**src/rtl/mem_dump_reader.sv**
```systemverilog
// Sweeps a word-aligned address range over the core's debug memory port and
// streams each captured word, with its byte address, over a valid/ready interface.
module mem_dump_reader #(
    parameter int READ_LAT = 1,
    parameter int CNT_W    = 16
) (
    input  logic             clk_i,
    input  logic             rstn_i,
    input  logic             start_i,
    input  logic [31:0]      base_addr_i,
    input  logic [CNT_W-1:0] num_words_i,
    input  logic             abort_i,
    output logic [31:0]      dbg_addr_o,
    input  logic [31:0]      dbg_data_i,
    output logic             dump_valid_o,
    input  logic             dump_ready_i,
    output logic [31:0]      dump_addr_o,
    output logic [31:0]      dump_data_o,
    output logic             dump_last_o,
    output logic             busy_o,
    output logic             done_o
);

    typedef enum logic [1:0] {
        IDLE = 2'd0,
        ADDR = 2'd1,
        SEND = 2'd2,
        DONE = 2'd3
    } state_t;

    localparam logic [3:0]       LAT_LAST = 4'(READ_LAT - 1);
    localparam logic [CNT_W-1:0] CNT_ONE  = CNT_W'(1);

    state_t           state_q, state_d;
    logic [31:0]      addr_q, addr_d;
    logic [CNT_W-1:0] rem_q, rem_d;
    logic [3:0]       lat_q, lat_d;
    logic [31:0]      dbg_addr_q, dbg_addr_d;
    logic [31:0]      dump_addr_q, dump_addr_d;
    logic [31:0]      dump_data_q, dump_data_d;
    logic             valid_q, valid_d;
    logic             busy_q, busy_d;
    logic             done_q, done_d;

    // Byte offset bits of the base are deliberately discarded.
    logic unused_base_bits;
    assign unused_base_bits = &{1'b0, base_addr_i[1:0]};

    always_comb begin
        state_d     = state_q;
        addr_d      = addr_q;
        rem_d       = rem_q;
        lat_d       = lat_q;
        dump_addr_d = dump_addr_q;
        dump_data_d = dump_data_q;

        case (state_q)
            IDLE: begin
                if (start_i) begin
                    if (num_words_i != '0) begin
                        addr_d  = {base_addr_i[31:2], 2'b00};
                        rem_d   = num_words_i;
                        lat_d   = 4'd0;
                        state_d = ADDR;
                    end else begin
                        state_d = DONE;
                    end
                end
            end
            ADDR: begin
                if (abort_i) begin
                    state_d = DONE;
                end else begin
                    lat_d = lat_q + 4'd1;
                    if (lat_q == LAT_LAST) begin
                        dump_data_d = dbg_data_i;
                        dump_addr_d = addr_q;
                        state_d     = SEND;
                    end
                end
            end
            SEND: begin
                // Abort wins over a same-cycle handshake.
                if (abort_i) begin
                    state_d = DONE;
                end else if (dump_ready_i) begin
                    if (rem_q == CNT_ONE) begin
                        state_d = DONE;
                    end else begin
                        rem_d   = rem_q - CNT_ONE;
                        addr_d  = addr_q + 32'd4;
                        lat_d   = 4'd0;
                        state_d = ADDR;
                    end
                end
            end
            DONE: begin
                state_d = IDLE;
            end
            default: begin
                state_d = IDLE;
            end
        endcase

        // Output flops are loaded from the next state so every output stays registered.
        dbg_addr_d = (state_d == ADDR) ? addr_d : dbg_addr_q;
        valid_d    = (state_d == SEND);
        busy_d     = (state_d == ADDR) || (state_d == SEND);
        done_d     = (state_d == DONE);
    end

    always_ff @(posedge clk_i or negedge rstn_i) begin
        if (!rstn_i) begin
            state_q     <= IDLE;
            addr_q      <= '0;
            rem_q       <= '0;
            lat_q       <= '0;
            dbg_addr_q  <= '0;
            dump_addr_q <= '0;
            dump_data_q <= '0;
            valid_q     <= 1'b0;
            busy_q      <= 1'b0;
            done_q      <= 1'b0;
        end else begin
            state_q     <= state_d;
            addr_q      <= addr_d;
            rem_q       <= rem_d;
            lat_q       <= lat_d;
            dbg_addr_q  <= dbg_addr_d;
            dump_addr_q <= dump_addr_d;
            dump_data_q <= dump_data_d;
            valid_q     <= valid_d;
            busy_q      <= busy_d;
            done_q      <= done_d;
        end
    end

    assign dbg_addr_o   = dbg_addr_q;
    assign dump_valid_o = valid_q;
    assign dump_addr_o  = dump_addr_q;
    assign dump_data_o  = dump_data_q;
    assign dump_last_o  = (state_q == SEND) && (rem_q == CNT_ONE);
    assign busy_o       = busy_q;
    assign done_o       = done_q;

endmodule

```
**config.mk**
```make
export PLATFORM = sky130hd
export DESIGN_NAME = mem_dump_reader
export DESIGN_NICKNAME = d
export VERILOG_FILES = /design/src/rtl/mem_dump_reader.sv
export SDC_FILE = /design/constraint.sdc
export NUM_CORES = 1
export LEC_CHECK = 0
export CAP_MARGIN = 25
export CORE_MARGIN = 3
export CORE_UTILIZATION = 49
export DETAILED_ROUTE_END_ITERATION = 8
export PLACE_DENSITY = 0.88
export SLEW_MARGIN = 0
export SYNTH_ARGS = -nofsm -noshare
export SYNTH_HDL_FRONTEND = slang
export SYNTH_SLANG_ARGS = --single-unit
```
**constraint.sdc**
```tcl
create_clock -name clk_i -period 3.2 [get_ports clk_i]
set_clock_uncertainty 0.15 [all_clocks]
set_input_delay 0.32 -clock clk_i [delete_from_list [all_inputs] [get_ports clk_i]]
set_output_delay 0.32 -clock clk_i [all_outputs]
set_load 0.05 [all_outputs]
```
==> flow_summary.html <==
<table>
<tr><th>Metric</th><th>Value</th></tr>
<tr><th colspan="2">Placed design</th></tr>
<tr><td>Detailed placement HPWL</td><td>approximately 14 mm</td></tr>
<tr><td>Dpl cell area</td><td>between 9000 and 10000 µm²</td></tr>
<tr><td>Placement Setup Slack</td><td>-25.92 ps</td></tr>
<tr><td>Port-buffer cells</td><td>182</td></tr>
<tr><td>Weighted congestion reported at the end of routability-driven placement</td><td>about 0.86</td></tr>
<tr><th colspan="2">Synthesis</th></tr>
<tr><td>Number of synthesis warnings</td><td>0</td></tr>
<tr><td>Biggest area contributors in the synthesized netlist</td><td>sky130_fd_sc_hd__dfrtp_1 53%, sky130_fd_sc_hd__mux2_2 13%, sky130_fd_sc_hd__nand2_1 2.2%</td></tr>
<tr><td>Area share of the leading cell type in the synthesized netlist</td><td>~53%</td></tr>
<tr><td>Commonest cells in the synthesized netlist</td><td>153 x sky130_fd_sc_hd__dfrtp_1, 86 x sky130_fd_sc_hd__mux2_2, 43 x sky130_fd_sc_hd__nand2_1, 40 x sky130_fd_sc_hd__nor2_1, 32 x sky130_fd_sc_hd__o21ai_0</td></tr>
<tr><td>Post-Synthesis Cell Area</td><td>7261 µm²</td></tr>
<tr><td>Number of enable flip-flop cells after synthesis</td><td>0</td></tr>
<tr><td>Post-Synthesis Net Count</td><td>about 740</td></tr>
<tr><td>Mean cell area of the mapped netlist</td><td>~11 µm²</td></tr>
<tr><td>Most used DFF post-synth</td><td>sky130_fd_sc_hd__dfrtp_1</td></tr>
<tr><td>Synthesis-stage register bit count</td><td>153</td></tr>
<tr><td>Count leader, synth</td><td>sky130_fd_sc_hd__dfrtp_1</td></tr>
<tr><td>Biggest area consumer among synthesized cells</td><td>sky130_fd_sc_hd__dfrtp_1</td></tr>
<tr><td>Async set-reset flop share out of synthesis</td><td>100.0%</td></tr>
<tr><td>Synth unique cells</td><td>60</td></tr>
<tr><td>Gate Count Post-Synth</td><td>between 600 and 700</td></tr>
<tr><td>Fraction of the yosys area taken by sequential cells</td><td>52.73%</td></tr>
<tr><th colspan="2">GRT</th></tr>
<tr><td>Total GRT Usage</td><td>between 20% and 30%</td></tr>
<tr><td>Overflow left after global routing</td><td>0</td></tr>
<tr><td>Antenna violations before repair</td><td>0</td></tr>
<tr><td>Vias in the first global route</td><td>6394</td></tr>
<tr><td>First-pass GRT wire length</td><td>about 33 mm</td></tr>
<tr><td>Pin count of the biggest net entering global routing</td><td>between 70 and 80</td></tr>
<tr><th colspan="2">Layout</th></tr>
<tr><td>Area taken by flip-flops and latches</td><td>approximately 3800 µm²</td></tr>
<tr><td>Footprint of the multi-input gates</td><td>3187 µm²</td></tr>
<tr><td>Ant. Diodes</td><td>0</td></tr>
<tr><td>Final-layout fill cell count</td><td>between 1000 and 1500</td></tr>
<tr><td>Synth-to-Final Area Change</td><td>38.38%</td></tr>
<tr><td>Share of layout cells above drive strength 1</td><td>about a fifth</td></tr>
<tr><td>Cell area after layout</td><td>about 10000 µm²</td></tr>
<tr><td>Number of nets in the layout</td><td>between 900 and 1000</td></tr>
<tr><th colspan="2">Drt</th></tr>
<tr><td>Residual antenna-violating net count after detailed routing</td><td>0</td></tr>
<tr><td>Met3 wirelength from detailed routing</td><td>1.565 mm</td></tr>
<tr><td>Drt drc</td><td>0</td></tr>
<tr><td>Avg Vias per Cell</td><td>about 6.0</td></tr>
<tr><td>DRT met1 WL</td><td>slightly above 8 mm</td></tr>
<tr><td>Wirelength per Cell</td><td>just under 20 µm</td></tr>
<tr><td>Top routing layer in use</td><td>met4</td></tr>
<tr><td>Post-Route WL</td><td>approximately 21 mm</td></tr>
<tr><td>Number of iterations in the first detailed-routing pass</td><td>6</td></tr>
<tr><td>Met2 WL post-DR</td><td>around 10 mm</td></tr>
<tr><td>Violation count after the first detailed-route iteration</td><td>approximately 610</td></tr>
<tr><td>Via count</td><td>6228</td></tr>
<tr><th colspan="2">Worst setup path</th></tr>
<tr><td>RR Startpoint</td><td>rem_q[0]</td></tr>
<tr><td>List of cells traversed by the critical path</td><td>ha_1 &gt; nor3b_1 &gt; and4_1 &gt; buf_4 &gt; or4_1 &gt; o211ai_1 &gt; nand3_1 &gt; mux2_2</td></tr>
<tr><td>Number of cells on the worst reg-to-reg path</td><td>8</td></tr>
<tr><td>Reg2Reg Setup Slack</td><td>between 300 and 400 ps</td></tr>
<tr><td>Worst setup path class</td><td>register to register</td></tr>
<tr><td>Reg-to-reg endpoint</td><td>dbg_addr_o[15]</td></tr>
<tr><td>Slowest stage delay, CP</td><td>~610 ps</td></tr>
<tr><td>Required time at the worst-slack endpoint</td><td>3360 ps</td></tr>
<tr><td>Type of element launching the critical path</td><td>register</td></tr>
<tr><td>Cell with the largest stage delay on the worst path</td><td>sky130_fd_sc_hd__or4_1</td></tr>
<tr><td>Number of buffer and inverter instances along the worst setup path</td><td>1</td></tr>
<tr><td>Cell family contributing the most delay on the critical path</td><td>simple AND/OR/NAND/NOR gates</td></tr>
<tr><td>Crit path DAT</td><td>about 3000 ps</td></tr>
<tr><td>Biggest fanout along the worst timing path</td><td>10</td></tr>
<tr><td>Critical path endpoint category</td><td>register</td></tr>
<tr><th colspan="2">Floorplan</th></tr>
<tr><td>Core footprint</td><td>~14000 µm²</td></tr>
<tr><td>Starting density of the core</td><td>51.12%</td></tr>
<tr><td>Total number of placement rows</td><td>43</td></tr>
<tr><td>Floorplan die area</td><td>16320 µm²</td></tr>
<tr><td>X dimension of the die</td><td>127.7 µm</td></tr>
<tr><td>Die Y</td><td>127.7 µm</td></tr>
<tr><td>I/O pin count</td><td>between 150 and 200</td></tr>
<tr><th colspan="2">STA</th></tr>
<tr><td>Final setup vio count</td><td>0</td></tr>
<tr><td>Top achievable clock speed</td><td>around 350 MHz</td></tr>
<tr><td>Actual transition at the worst max-transition pin</td><td>between 700 and 800 ps</td></tr>
<tr><td>Endpoints failing hold</td><td>0</td></tr>
<tr><td>Minimum clock period after layout</td><td>a little under 3000 ps</td></tr>
<tr><td>Unrepaired setup endpoints after global routing</td><td>no</td></tr>
<tr><td>Max Slew Vio Count</td><td>0</td></tr>
<tr><td>Share of the clock period used by the worst path</td><td>approximately nine tenths</td></tr>
<tr><td>Final Worst Setup Slack</td><td>between 300 and 400 ps</td></tr>
<tr><td>Relative slew margins</td><td>52.18%</td></tr>
<tr><th colspan="2">Clock tree</th></tr>
<tr><td>Num CTS Buffers</td><td>17</td></tr>
<tr><td>Source-to-sink clock delay at the later pin of the worst-skew pair</td><td>about 430 ps</td></tr>
<tr><td>Clock tree from TritonCTS</td><td>built</td></tr>
<tr><td>Number of H-tree branching levels</td><td>4</td></tr>
<tr><td>Number of setup buffers added after CTS</td><td>0</td></tr>
<tr><td>CTS clk-pin slew, worst paths</td><td>roughly 60 ps</td></tr>
<tr><td>Library cell used as clock root buffer</td><td>sky130_fd_sc_hd__clkbuf_16</td></tr>
<tr><td>Clock Tree Buf Depth</td><td>2</td></tr>
<tr><td>Post-CTS Resized</td><td>0</td></tr>
<tr><td>Clock sink count</td><td>roughly 150</td></tr>
<tr><th colspan="2">Worst hold path</th></tr>
<tr><td>Path type of the worst min-delay path</td><td>input pin to asynchronous set/reset pin</td></tr>
<tr><th colspan="2">Power and ir drop</th></tr>
<tr><td>Worst supply voltage drop on vdd</td><td>~840 µV</td></tr>
<tr><td>Power per unit of standard cell area</td><td>roughly 1200 nW/µm²</td></tr>
<tr><td>Lkg Pwr</td><td>roughly 0.004 µW</td></tr>
<tr><th colspan="2">Status</th></tr>
<tr><td>Run status</td><td>finished clean</td></tr>
<tr><th colspan="2">Flow run</th></tr>
<tr><td>Number of maximum-capacitance constraint violations</td><td>0</td></tr>
</table>
[metal layers]
metal / track usage (%) / up-vias
li1: - / 2806
met1: 32.95 / 3043
met2: 42.30 / 335
met3: 6.375 / 44
met4: 9.800 / 0
met5: 0 / -
[report_power, final]
group          internal [µW]  switching [µW]  leakage [µW]
clock                   1200             833      0.000280
sequential              2840             749       0.00185
combinational           2470            3920       0.00199
[registers in the layout (all words and copies together), names as in the netlist]
signal,count
addr_q,32
dbg_addr_o,32
dump_addr_o,32
dump_data_o,32
rem_q,16
lat_q,4
state_q,2
busy_o,1
done_o,1
dump_valid_o,1
[final cells by class]
cell class | instances | area share (%)
sequential | 153 | 38.11
timing repair buffer | 216 | 21.56
clock buffer | 20 | 4.545
inverter | 12 | 0.4483
multi-input combinational | 442 | 31.72
clock inverter | 12 | 1.382
tap | 180 | 2.242
[metrics by stage]
stage | TNS, ps | util, % | std cells | hold WS [ps] | total power [µW]
2_1_floorplan | 0 | - | 642 | -125.6 | 7704
3_3_place_gp | 0 | 66.47 | 1002 | 249.0 | 9741
3_5_place_dp | -37.30 | 66.47 | 1002 | 245.5 | 9917
4_1_cts | 0 | 70.74 | 1035 | 336.2 | 12030
5_1_grt | 0 | 70.74 | 1035 | 344.7 | 12600
6_report | 0 | 70.74 | 1035 | 341.9 | 12010
[worst max path at each step]
stage                          startpoint        endpoint  slack (ps)  cells past startpoint
after global placement     num_words_i[8]        rem_q[8]           4                      9
final                            rem_q[0]  dbg_addr_o[15]         320                      8
after CTS                        rem_q[0]  dbg_addr_o[15]         320                      8
after detailed placement   num_words_i[9]        rem_q[8]         -30                      9
after floorplan           num_words_i[11]  dbg_addr_o[15]         120                     10
after global routing             rem_q[0]  dbg_addr_o[15]         190                      8
[placed cells by master, fill, tap and decap left out, types with 6 or more instances in the layout]
cell	n
sky130_fd_sc_hd__o22ai_1	9
sky130_fd_sc_hd__nor3_1	15
sky130_fd_sc_hd__xnor2_1	12
sky130_fd_sc_hd__dfrtp_1	153
sky130_fd_sc_hd__a31oi_1	9
sky130_fd_sc_hd__inv_1	11
sky130_fd_sc_hd__clkbuf_16	17
sky130_fd_sc_hd__a21oi_1	26
sky130_fd_sc_hd__nor2_1	40
sky130_fd_sc_hd__o211ai_1	6
sky130_fd_sc_hd__nand4_1	13
sky130_fd_sc_hd__and3_1	10
sky130_fd_sc_hd__mux2_2	86
sky130_fd_sc_hd__ha_1	7
sky130_fd_sc_hd__o21ai_0	32
sky130_fd_sc_hd__a22oi_1	10
sky130_fd_sc_hd__clkdlybuf4s50_1	180
sky130_fd_sc_hd__nand3_1	16
sky130_fd_sc_hd__nand2_1	42
sky130_fd_sc_hd__or4_1	8
sky130_fd_sc_hd__buf_12	7
sky130_fd_sc_hd__buf_4	27
sky130_fd_sc_hd__nor4_1	14
[repair_timing]
| item | 4_1_cts | 5_1_grt |
|---|---|---|
| hold endpoints to repair | 74 | 0 |
| setup endpoints to repair | 0 | 0 |
| hold buffers | 1 | 0 |
[logic make-up after synthesis]
| logic type | synth area share, % |
|---|---|
| flops | 52.73 |
| simple gates | 13.99 |
| xor+xnor | 1.689 |
| compound gates | 13.42 |
| mux | 13.34 |
| buf+inv | 3.446 |
| fa+ha+maj | 1.379 |
No activity file was read; power rests on OpenSTA's default activity.
